File: src/rtl/cdc_fifo_pkg.sv
// Shared CDC FIFO definitions: default geometry and Gray-code helpers used by
// both the read-side and write-side pointer logic.
package cdc_fifo_pkg;

  localparam int ADDRESS_WIDTH_DEFAULT = 4;
  localparam int SYNC_STAGES_DEFAULT   = 2;

  // Helpers work on a fixed wide word; callers zero-extend and truncate.
  localparam int GRAY_MAX_W = 16;

  function automatic logic [GRAY_MAX_W-1:0] gray_encode(input logic [GRAY_MAX_W-1:0] bin);
    return bin ^ (bin >> 1);
  endfunction

  function automatic logic [GRAY_MAX_W-1:0] gray_decode(input logic [GRAY_MAX_W-1:0] gray);
    logic [GRAY_MAX_W-1:0] bin;
    bin[GRAY_MAX_W-1] = gray[GRAY_MAX_W-1];
    for (int i = GRAY_MAX_W - 2; i >= 0; i--) begin
      bin[i] = bin[i+1] ^ gray[i];
    end
    return bin;
  endfunction

endpackage

File: src/rtl/cdc_sync_bus.sv
// Plain multi-flop synchronizer for a Gray-coded bus; stage 0 samples the
// foreign-domain input, the last stage is the safe output.
module cdc_sync_bus #(
  parameter int WIDTH  = 4,
  parameter int STAGES = 2   // legal range 2..4
) (
  input  logic             clock,
  input  logic             reset,
  input  logic [WIDTH-1:0] data_in,
  output logic [WIDTH-1:0] data_out
);

  logic [STAGES-1:0][WIDTH-1:0] sync_d;
  logic [STAGES-1:0][WIDTH-1:0] sync_q;

  // Pure shift: no logic may sit between stages.
  always_comb begin
    sync_d[0] = data_in;
    for (int i = 1; i < STAGES; i++) begin
      sync_d[i] = sync_q[i-1];
    end
  end

  always_ff @(posedge clock or posedge reset) begin
    if (reset) sync_q <= '0;
    else       sync_q <= sync_d;
  end

  assign data_out = sync_q[STAGES-1];

endmodule

File: src/rtl/cdc_fifo_read_state.sv
// Read-domain pointer state for an async FIFO: synchronizes the write Gray
// pointer, tracks the read pointer and derives empty / level / almost_empty.
module cdc_fifo_read_state
  import cdc_fifo_pkg::*;
#(
  parameter int ADDRESS_WIDTH      = ADDRESS_WIDTH_DEFAULT,
  parameter int SYNC_STAGES        = SYNC_STAGES_DEFAULT,
  parameter int ALMOST_EMPTY_LEVEL = 1
) (
  input  logic                     clock,
  input  logic                     reset,
  input  logic                     increment,
  input  logic [ADDRESS_WIDTH-1:0] write_address_gray,
  output logic [ADDRESS_WIDTH-1:0] read_address,
  output logic [ADDRESS_WIDTH-1:0] read_address_gray,
  output logic                     empty,
  output logic                     almost_empty,
  output logic [ADDRESS_WIDTH-1:0] level
);

  localparam int unsigned AE_LEVEL = ALMOST_EMPTY_LEVEL;

  logic [ADDRESS_WIDTH-1:0] write_sync_gray;
  logic [ADDRESS_WIDTH-1:0] write_sync;
  logic [ADDRESS_WIDTH-1:0] read_address_d,      read_address_q;
  logic [ADDRESS_WIDTH-1:0] read_address_gray_d, read_address_gray_q;
  logic                     pop;

  cdc_sync_bus #(
    .WIDTH  (ADDRESS_WIDTH),
    .STAGES (SYNC_STAGES)
  ) u_write_sync (
    .clock    (clock),
    .reset    (reset),
    .data_in  (write_address_gray),
    .data_out (write_sync_gray)
  );

  assign write_sync = ADDRESS_WIDTH'(gray_decode(GRAY_MAX_W'(write_sync_gray)));

  // Status depends only on flopped values, so it is glitch-free at the edge.
  assign empty = (read_address_q == write_sync);
  assign level = write_sync - read_address_q;
  assign almost_empty = (32'(level) <= AE_LEVEL);

  // Gray flop is loaded from the next binary value so it tracks read_address
  // exactly and moves by one bit per pop; no input reaches it combinationally.
  always_comb begin
    pop                 = increment & ~empty;
    read_address_d      = read_address_q + ADDRESS_WIDTH'(pop);
    read_address_gray_d = ADDRESS_WIDTH'(gray_encode(GRAY_MAX_W'(read_address_d)));
  end

  always_ff @(posedge clock or posedge reset) begin
    if (reset) begin
      read_address_q      <= '0;
      read_address_gray_q <= '0;
    end else begin
      read_address_q      <= read_address_d;
      read_address_gray_q <= read_address_gray_d;
    end
  end

  assign read_address      = read_address_q;
  assign read_address_gray = read_address_gray_q;

endmodule

File: config.mk
export PLATFORM = sky130hd
export DESIGN_NAME = cdc_fifo_read_state
export DESIGN_NICKNAME = d
export VERILOG_FILES = /design/src/rtl/cdc_fifo_pkg.sv /design/src/rtl/cdc_sync_bus.sv /design/src/rtl/cdc_fifo_read_state.sv
export SDC_FILE = /design/constraint.sdc
export NUM_CORES = 1
export LEC_CHECK = 0
export CORE_MARGIN = 3
export CORE_UTILIZATION = 46
export DETAILED_ROUTE_END_ITERATION = 16
export GPL_TIMING_DRIVEN = 0
export MAX_ROUTING_LAYER = met4
export PLACE_DENSITY = 0.91
export SLEW_MARGIN = 0
export SYNTH_ARGS = -nofsm -noshare
export SYNTH_HDL_FRONTEND = slang
export SYNTH_SLANG_ARGS = --single-unit
File: constraint.sdc
create_clock -name clock -period 4.75 [get_ports clock]
set_input_delay 0.475 -clock clock [delete_from_list [all_inputs] [get_ports clock]]
set_output_delay 0.475 -clock clock [all_outputs]
set_load 0.01 [all_outputs]
==> impl_metrics.py, run 1 <==
metrics = {
    "global_route": {
        "antenna_found_initial": 0,
        "overflow": 0,
        "grt_pass1_vias": 453,
        "grt_max_degree": 16,
        "grt_pass1_wl_um": 1740,
        "grt_use_total_pct": 12.7,
    },
    "synthesis": {
        "netlist_area_um2": 663,
        "synth_cell_types": 17,
        "yosysSeqAreaShare_pct": 56.6,
        "synth_top_area_cell": "dfrtp_1",
        "synth.area.top_cells": "dfrtp_1 (57%), ha_1 (9.4%), xor2_1 (6.6%), xnor2_1 (5.3%), xor2_2 (4.9%)",
        "syn_inst": 50,
        "yosysTopAreaCellShare_pct": 56.6,
        "synth_fp_nets": 63,
        "synth_seq_cells": 15,
        "synth_warnings": 0,
        "syn_area_per_cell_um2": 13.3,
    },
    "floorplan": {
        "die_area_um2": 1930,
        "ios": 21,
        "std_cell_rows": 13,
        "start_util_pct": 49.7,
        "core-area_um2": 1330,
        "fp.dieH_um": 44.0,
        "die_w_um": 44.0,
    },
    "pwr": {
        "switching_share_pct": 35.8,
        "power.share.combinational_pct": 58.4,
        "powerDensity_nw_per_um2": 702,
        "seq_power_share_pct": 31.1,
        "peakVddDrop_mv": 0.440,
        "p_clk_share_pct": 10.5,
        "p_int_uw": 409,
        "power.leakage_nw": 0.406,
        "power_switching_uw": 228,
    },
    "cells_and_area": {
        "areaGrowthSynthToFinish_pct": 37.0,
        "ff_latch_area_um2": 375,
        "fillerInstances": 109,
        "fin_util_pct": 68.1,
        "multi_input_area_um2": 262,
        "antennaDiodeCount": 0,
        "drive_gt1_share_pct": 8.11,
        "final_nets": 88,
    },
    "flow_run": {
        "cap_violations": 0,
    },
    "worst_setup_path": {
        "worstSetupPathType": "reg2out",
        "arrival_ns": 2.88,
        "start_kind": "register",
        "setup.worst_path.end_class": "output port",
        "cp.required_ns": 4.28,
        "cp_max_fo": 3,
        "critPathLaunch": "u_write_sync.data_out[3]$_DFF_PP0_",
        "r2r_start": "u_write_sync.data_out[3]$_DFF_PP0_",
    },
    "routing": {
        "drtIter0Drc": 1,
        "drt.antenna.violating_nets": 0,
        "vias_per_cell": 4.54,
        "drtPass1Iterations": 2,
        "vias": 404,
        "wl_um": 1010,
        "drc": 0,
        "wl_per_cell_um": 11.4,
    },
    "place": {
        "gp_congestion": 0.707,
        "numPortBuffers": 20,
        "dp.final_hpwl_um": 875,
    },
    "clocking": {
        "clock-root-buffer": "clkbuf_4",
        "cts.clk_slew.worst_paths_ns": 0.08,
        "numCtsBuffers": 3,
        "cts_tree": "yes",
        "htreeDepth": 1,
        "cts_hold_buf": 0,
        "clock_path_buffers": 2,
        "insertion_delay_ns": 0.27,
        "post-cts-setup-buffer-count": 0,
        "ctsResizeCount": 0,
        "clock-sinks": 15,
    },
    "sta": {
        "fin_setup_tns_ns": 0,
        "fin_crit_sh_pct": 70.6,
        "hold_violations": 0,
        "min_period_ns": 3.35,
        "rsz0062_at_grt": "false",
        "setup_viol": 0,
        "worst_pin_slew_ns": 0.518,
        "max_slew_margin_pct": 65.5,
        "clock_skew_ns": 0.00112,
        "max_freq_ghz": 0.298,
        "maxSlewViolCount": 0,
    },
    "hold_path": {
        "hold_path.class": "reg2reg",
        "min_from": "u_write_sync.sync_d[4]$_DFF_PP0_",
    },
    "run_status": {
        "status": "finished, final reports clean",
    },
}
cells by family after synthesis:
family,after synthesis,share of synthesized area (%)
and+or+nand+nor,8,6.41
AOI/OAI and AO/OA,4,3.77
adders and majority gates,6,12.5
DFF,15,56.6
xor gates and xnor gates,11,16.8
buffers and inverters,6,3.96
layout make-up:
cell class                      instances  area share, %
Tap cell                               15           2.07
Timing Repair Buffer                   20           22.0
Buffer                                  1          0.826
Clock buffer                            4           2.89
Sequential cell                        15           41.3
Multi-Input combinational cell         29           28.8
Inverter                                5           2.07
cells in the mapped netlist:
cell type	n
nand2_1	1
fa_1	1
nor2b_1	1
buf_4	1
and2_1	1
xor2_1	5
nor2_1	1
a211oi_1	1
dfrtp_1	15
a21oi_1	2
nand3_1	3
xnor2_1	4
ha_1	5
a21o_1	1
nand3b_1	1
xor2_2	2
inv_1	5
cells in the final DEF, fill, tap and decap left out, drive strengths merged:
cell type / instances
ha: 5
xnor2: 4
and2: 1
xor2: 7
dfrtp: 15
nor2: 1
clkdlybuf4s50: 20
a21o: 1
a211oi: 1
nand3: 3
buf: 1
clkbuf: 4
fa: 1
nand2: 1
nand3b: 1
nor2b: 1
inv: 5
a21oi: 2
power groups by stage:
stage	sequential (mW)	combinational [mW]	clock (mW)
4_1_cts	0.199	0.378	0.0694
3_5_place_dp	0.202	0.377	0
5_1_grt	0.206	0.408	0.0763
2_1_floorplan	0.211	0.182	0
6_report	0.198	0.372	0.0671
3_3_place_gp	0.200	0.364	0
state kept, by name, indices dropped and copies added (netlist names):
signal                 cells
read_address_gray          4
u_write_sync.data_out      4
read_address               3
u_write_sync.sync_d        4
routing by layer:
layer / wire length, um / vias to the layer above / GRT usage (%)
met5: 0 / - / -
met4: 0 / 0 / 5.42
met3: 43 / 0 / 1.24
met2: 553 / 12 / 23.0
met1: 415 / 189 / 13.7
li1: - / 203 / -
path summary, 6_finish.rpt:
check / endpoint / slack (ns) / depth (start not counted)
worst min register to register: u_write_sync.data_out[0]$_DFF_PP0_ / 0.35 / 0
max in group asynchronous: read_address_gray[0]$_DFF_PP0_ / 3.86 / 2
worst min-delay path: u_write_sync.data_out[0]$_DFF_PP0_ / 0.35 / 0
worst max-delay path: almost_empty / 1.40 / 9
min in group asynchronous: read_address_gray[3]$_DFF_PP0_ / 0.54 / 2
worst max register to register: read_address_gray[0]$_DFF_PP0_ / 2.35 / 10
worst max-delay path, stage by stage, from the launching register on:
cell and delay, ns:
dfrtp_1 0.43, xor2_2 0.23, xor2_2 0.24, xnor2_1 0.16
ha_1 0.19, inv_1 0.05, fa_1 0.37, xor2_1 0.16
a211oi_1 0.21, clkdlybuf4s50_1 0.57
metrics by stage:
stage               hold slack [ns]  std cells  power [mW]  setup WS [ns]  area (um^2)
finish                        0.352         89       0.637           1.40          908
detailed placement            0.337         85       0.579           1.63          882
global placement              0.332         85       0.564           1.71          882
CTS                           0.355         89       0.647           1.34          908
global route                  0.359         89       0.691           1.19          908
floorplan                     0.331         50       0.393           2.16          663
Note: power is estimated with default switching activity, not from simulation.
==> inputs of run 2 (changes only) <==
--- a/config.mk
+++ b/config.mk
@@ -6,11 +6,11 @@
 export NUM_CORES = 1
 export LEC_CHECK = 0
 export CORE_MARGIN = 3
-export CORE_UTILIZATION = 46
+export CORE_UTILIZATION = 43
 export DETAILED_ROUTE_END_ITERATION = 16
 export GPL_TIMING_DRIVEN = 0
 export MAX_ROUTING_LAYER = met4
-export PLACE_DENSITY = 0.91
+export PLACE_DENSITY = 0.87
 export SLEW_MARGIN = 0
 export SYNTH_ARGS = -nofsm -noshare
 export SYNTH_HDL_FRONTEND = slang
==> constraint.sdc (replaced) <==
create_clock -name clock -period 3.1 [get_ports clock]
set_input_delay 0.31 -clock clock [delete_from_list [all_inputs] [get_ports clock]]
set_output_delay 0.31 -clock clock [all_outputs]
set_load 0.01 [all_outputs]
==> run 2 against run 1 <==
Final cell count up 2.2%; cell area up 1.9%; total power up 53%; worst hold slack worse by 0.0015 ns; critical path depth down 1; first-iteration DRC count up 100%; wire length down 3.5%; clock power up 47%; utilization down 0.34 points; non-clock buffer count up 2; die area up 6.0%; register-to-register slack worse by 1.6 ns; critical path type unchanged; largest power group unchanged.
==> impl_metrics.py, run 2 (same netlist as run 1, synthesis figures left out) <==
metrics = {
    "run_status": {
        "status": "finished, final reports clean",
    },
    "routing": {
        "drtPass1Iterations": 2,
        "drtIter0Drc": 2,
        "drc": 0,
        "wl_um": 977,
        "drt.antenna.violating_nets": 0,
        "wl_per_cell_um": 10.7,
        "vias_per_cell": 4.68,
        "vias": 426,
    },
    "cells_and_area": {
        "multi_input_area_um2": 262,
        "fillerInstances": 118,
        "drive_gt1_share_pct": 10.5,
        "layout_commonest_cell": "clkdlybuf4s50_1",
        "final_nets": 90,
        "final_cell_mix": "clkdlybuf4s50_1 (19), dfrtp_1 (15), xor2_1 (5), inv_1 (5), ha_1 (5)",
        "fin_util_pct": 67.8,
        "antennaDiodeCount": 0,
        "ff_latch_area_um2": 375,
        "areaGrowthSynthToFinish_pct": 39.6,
        "layout.cells.non_filler": 91,
    },
    "worst_setup_path": {
        "worstSetupPathType": "reg2out",
        "r2r_slack_ns": 0.80,
        "r2r_end": "read_address_gray[1]$_DFF_PP0_",
        "setup.worst_path.end_class": "output port",
        "max_stage_delay_ns": 0.56,
        "critPathLaunch": "u_write_sync.data_out[3]$_DFF_PP0_",
        "cp_max_fo": 2,
        "arrival_ns": 2.56,
        "path_cells": "xor2_2, xor2_2, xnor2_1, ha_1, inv_1, fa_1, xor2_1, clkdlybuf4s50_1",
        "reg2reg_depth": 11,
        "cp.required_ns": 2.79,
        "crit_slowest_cell": "clkdlybuf4s50_1",
        "r2r_start": "u_write_sync.data_out[3]$_DFF_PP0_",
        "start_kind": "register",
        "crit_top_cell": "xor2_2",
    },
    "global_route": {
        "grt_use_total_pct": 12.5,
        "antenna_found_initial": 0,
        "grt_pass1_vias": 444,
        "overflow": 0,
        "grt_pass1_wl_um": 1790,
        "grt_max_degree": 16,
    },
    "sta": {
        "hold_violations": 0,
        "max_slew_margin_pct": 63.8,
        "fin_setup_tns_ns": 0,
        "clock_skew_ns": 0.00109,
        "rsz0062_at_grt": "false",
        "min_period_ns": 2.87,
        "setup_ws_ns": 0.225,
        "maxSlewViolCount": 0,
        "max_freq_ghz": 0.348,
        "setup_viol": 0,
        "worst_pin_slew_ns": 0.543,
        "timing.hold.ws_ns": 0.351,
        "fin_crit_sh_pct": 92.7,
    },
    "place": {
        "gp_congestion": 0.749,
        "dp_cells": 85,
        "numPortBuffers": 20,
        "dp.final_hpwl_um": 793,
        "pre_cts_ws_ns": 0.183,
    },
    "clocking": {
        "cts_hold_buf": 0,
        "cts_tree": "yes",
        "htreeDepth": 1,
        "numCtsBuffers": 3,
        "clock-sinks": 15,
        "insertion_delay_ns": 0.26,
        "clock_path_buffers": 2,
        "cts.clk_slew.worst_paths_ns": 0.07,
        "clock-root-buffer": "clkbuf_4",
    },
    "pwr": {
        "power.leakage_nw": 0.432,
        "powerDensity_nw_per_um2": 1050,
        "peakVddDrop_mv": 0.742,
    },
    "hold_path": {
        "min_to": "u_write_sync.data_out[2]$_DFF_PP0_",
        "min_path_cells": 0,
        "min_from": "u_write_sync.sync_d[6]$_DFF_PP0_",
        "hold_path.class": "reg2reg",
    },
    "floorplan": {
        "die_area_um2": 2050,
        "std_cell_rows": 13,
        "core-area_um2": 1370,
        "start_util_pct": 48.5,
        "fp.dieH_um": 45.3,
        "die_w_um": 45.3,
        "ios": 21,
    },
    "flow_run": {
        "cap_violations": 0,
    },
}
[run 2: critical path, delay by kind of cell, from the launching register on]
kind,cells,cell delay (ns)
xor+xnor,4,0.73
buf+inv,2,0.61
fa+ha+maj,2,0.55
flops,1,0.42
[run 2: final cells by class]
| type | count | share of cell area, % |
|---|---|---|
| well taps | 15 | 2.03 |
| inverters | 5 | 2.03 |
| multi-input cells | 29 | 28.2 |
| repair buffers | 22 | 23.5 |
| clock buffers | 4 | 2.84 |
| plain buffers | 1 | 0.811 |
| flip-flops and latches | 15 | 40.5 |
[run 2: power breakdown]
part | total (mW) | switching [mW] | internal (mW)
logic | 0.575 | 0.250 | 0.326
clock network | 0.0984 | 0.0487 | 0.0496
registers | 0.302 | 0.0497 | 0.253
total | 0.976 | 0.348 | 0.628
[run 2: what timing repair did]
item                                   4_1_cts  5_1_grt
endpoints found under the hold margin        0        0
gates resized for setup                      0        1
setup endpoints to repair                    1        1
pin swaps                                    2        0
setup buffers                                2        0
[run 2: per-layer routing]
metal / global-route usage (%) / up-vias / share of wire, % / wire, um
met1: 14.7 / 200 / 44 / 426
met4: 5.26 / 0 / 0 / 0
met2: 20.9 / 15 / 51 / 497
met5: - / - / 0 / 0
li1: - / 211 / - / -
met3: 2.39 / 0 / 5.3 / 52
[run 2: worst max-delay path by stage]
stage,cells past startpoint,endpoint,slack (ns)
2_1_floorplan,8,almost_empty,0.68
3_3_place_gp,9,almost_empty,0.23
3_5_place_dp,9,almost_empty,0.18
4_1_cts,9,almost_empty,0.008
5_1_grt,8,level[2],0.02
6_report,8,level[2],0.23
[run 2: through the flow]
step                power, mW  area (um^2)
global placement        0.866          882
floorplan               0.603          663
detailed placement      0.886          882
global route             1.07          926
CTS                     0.993          923
finish                  0.976          926
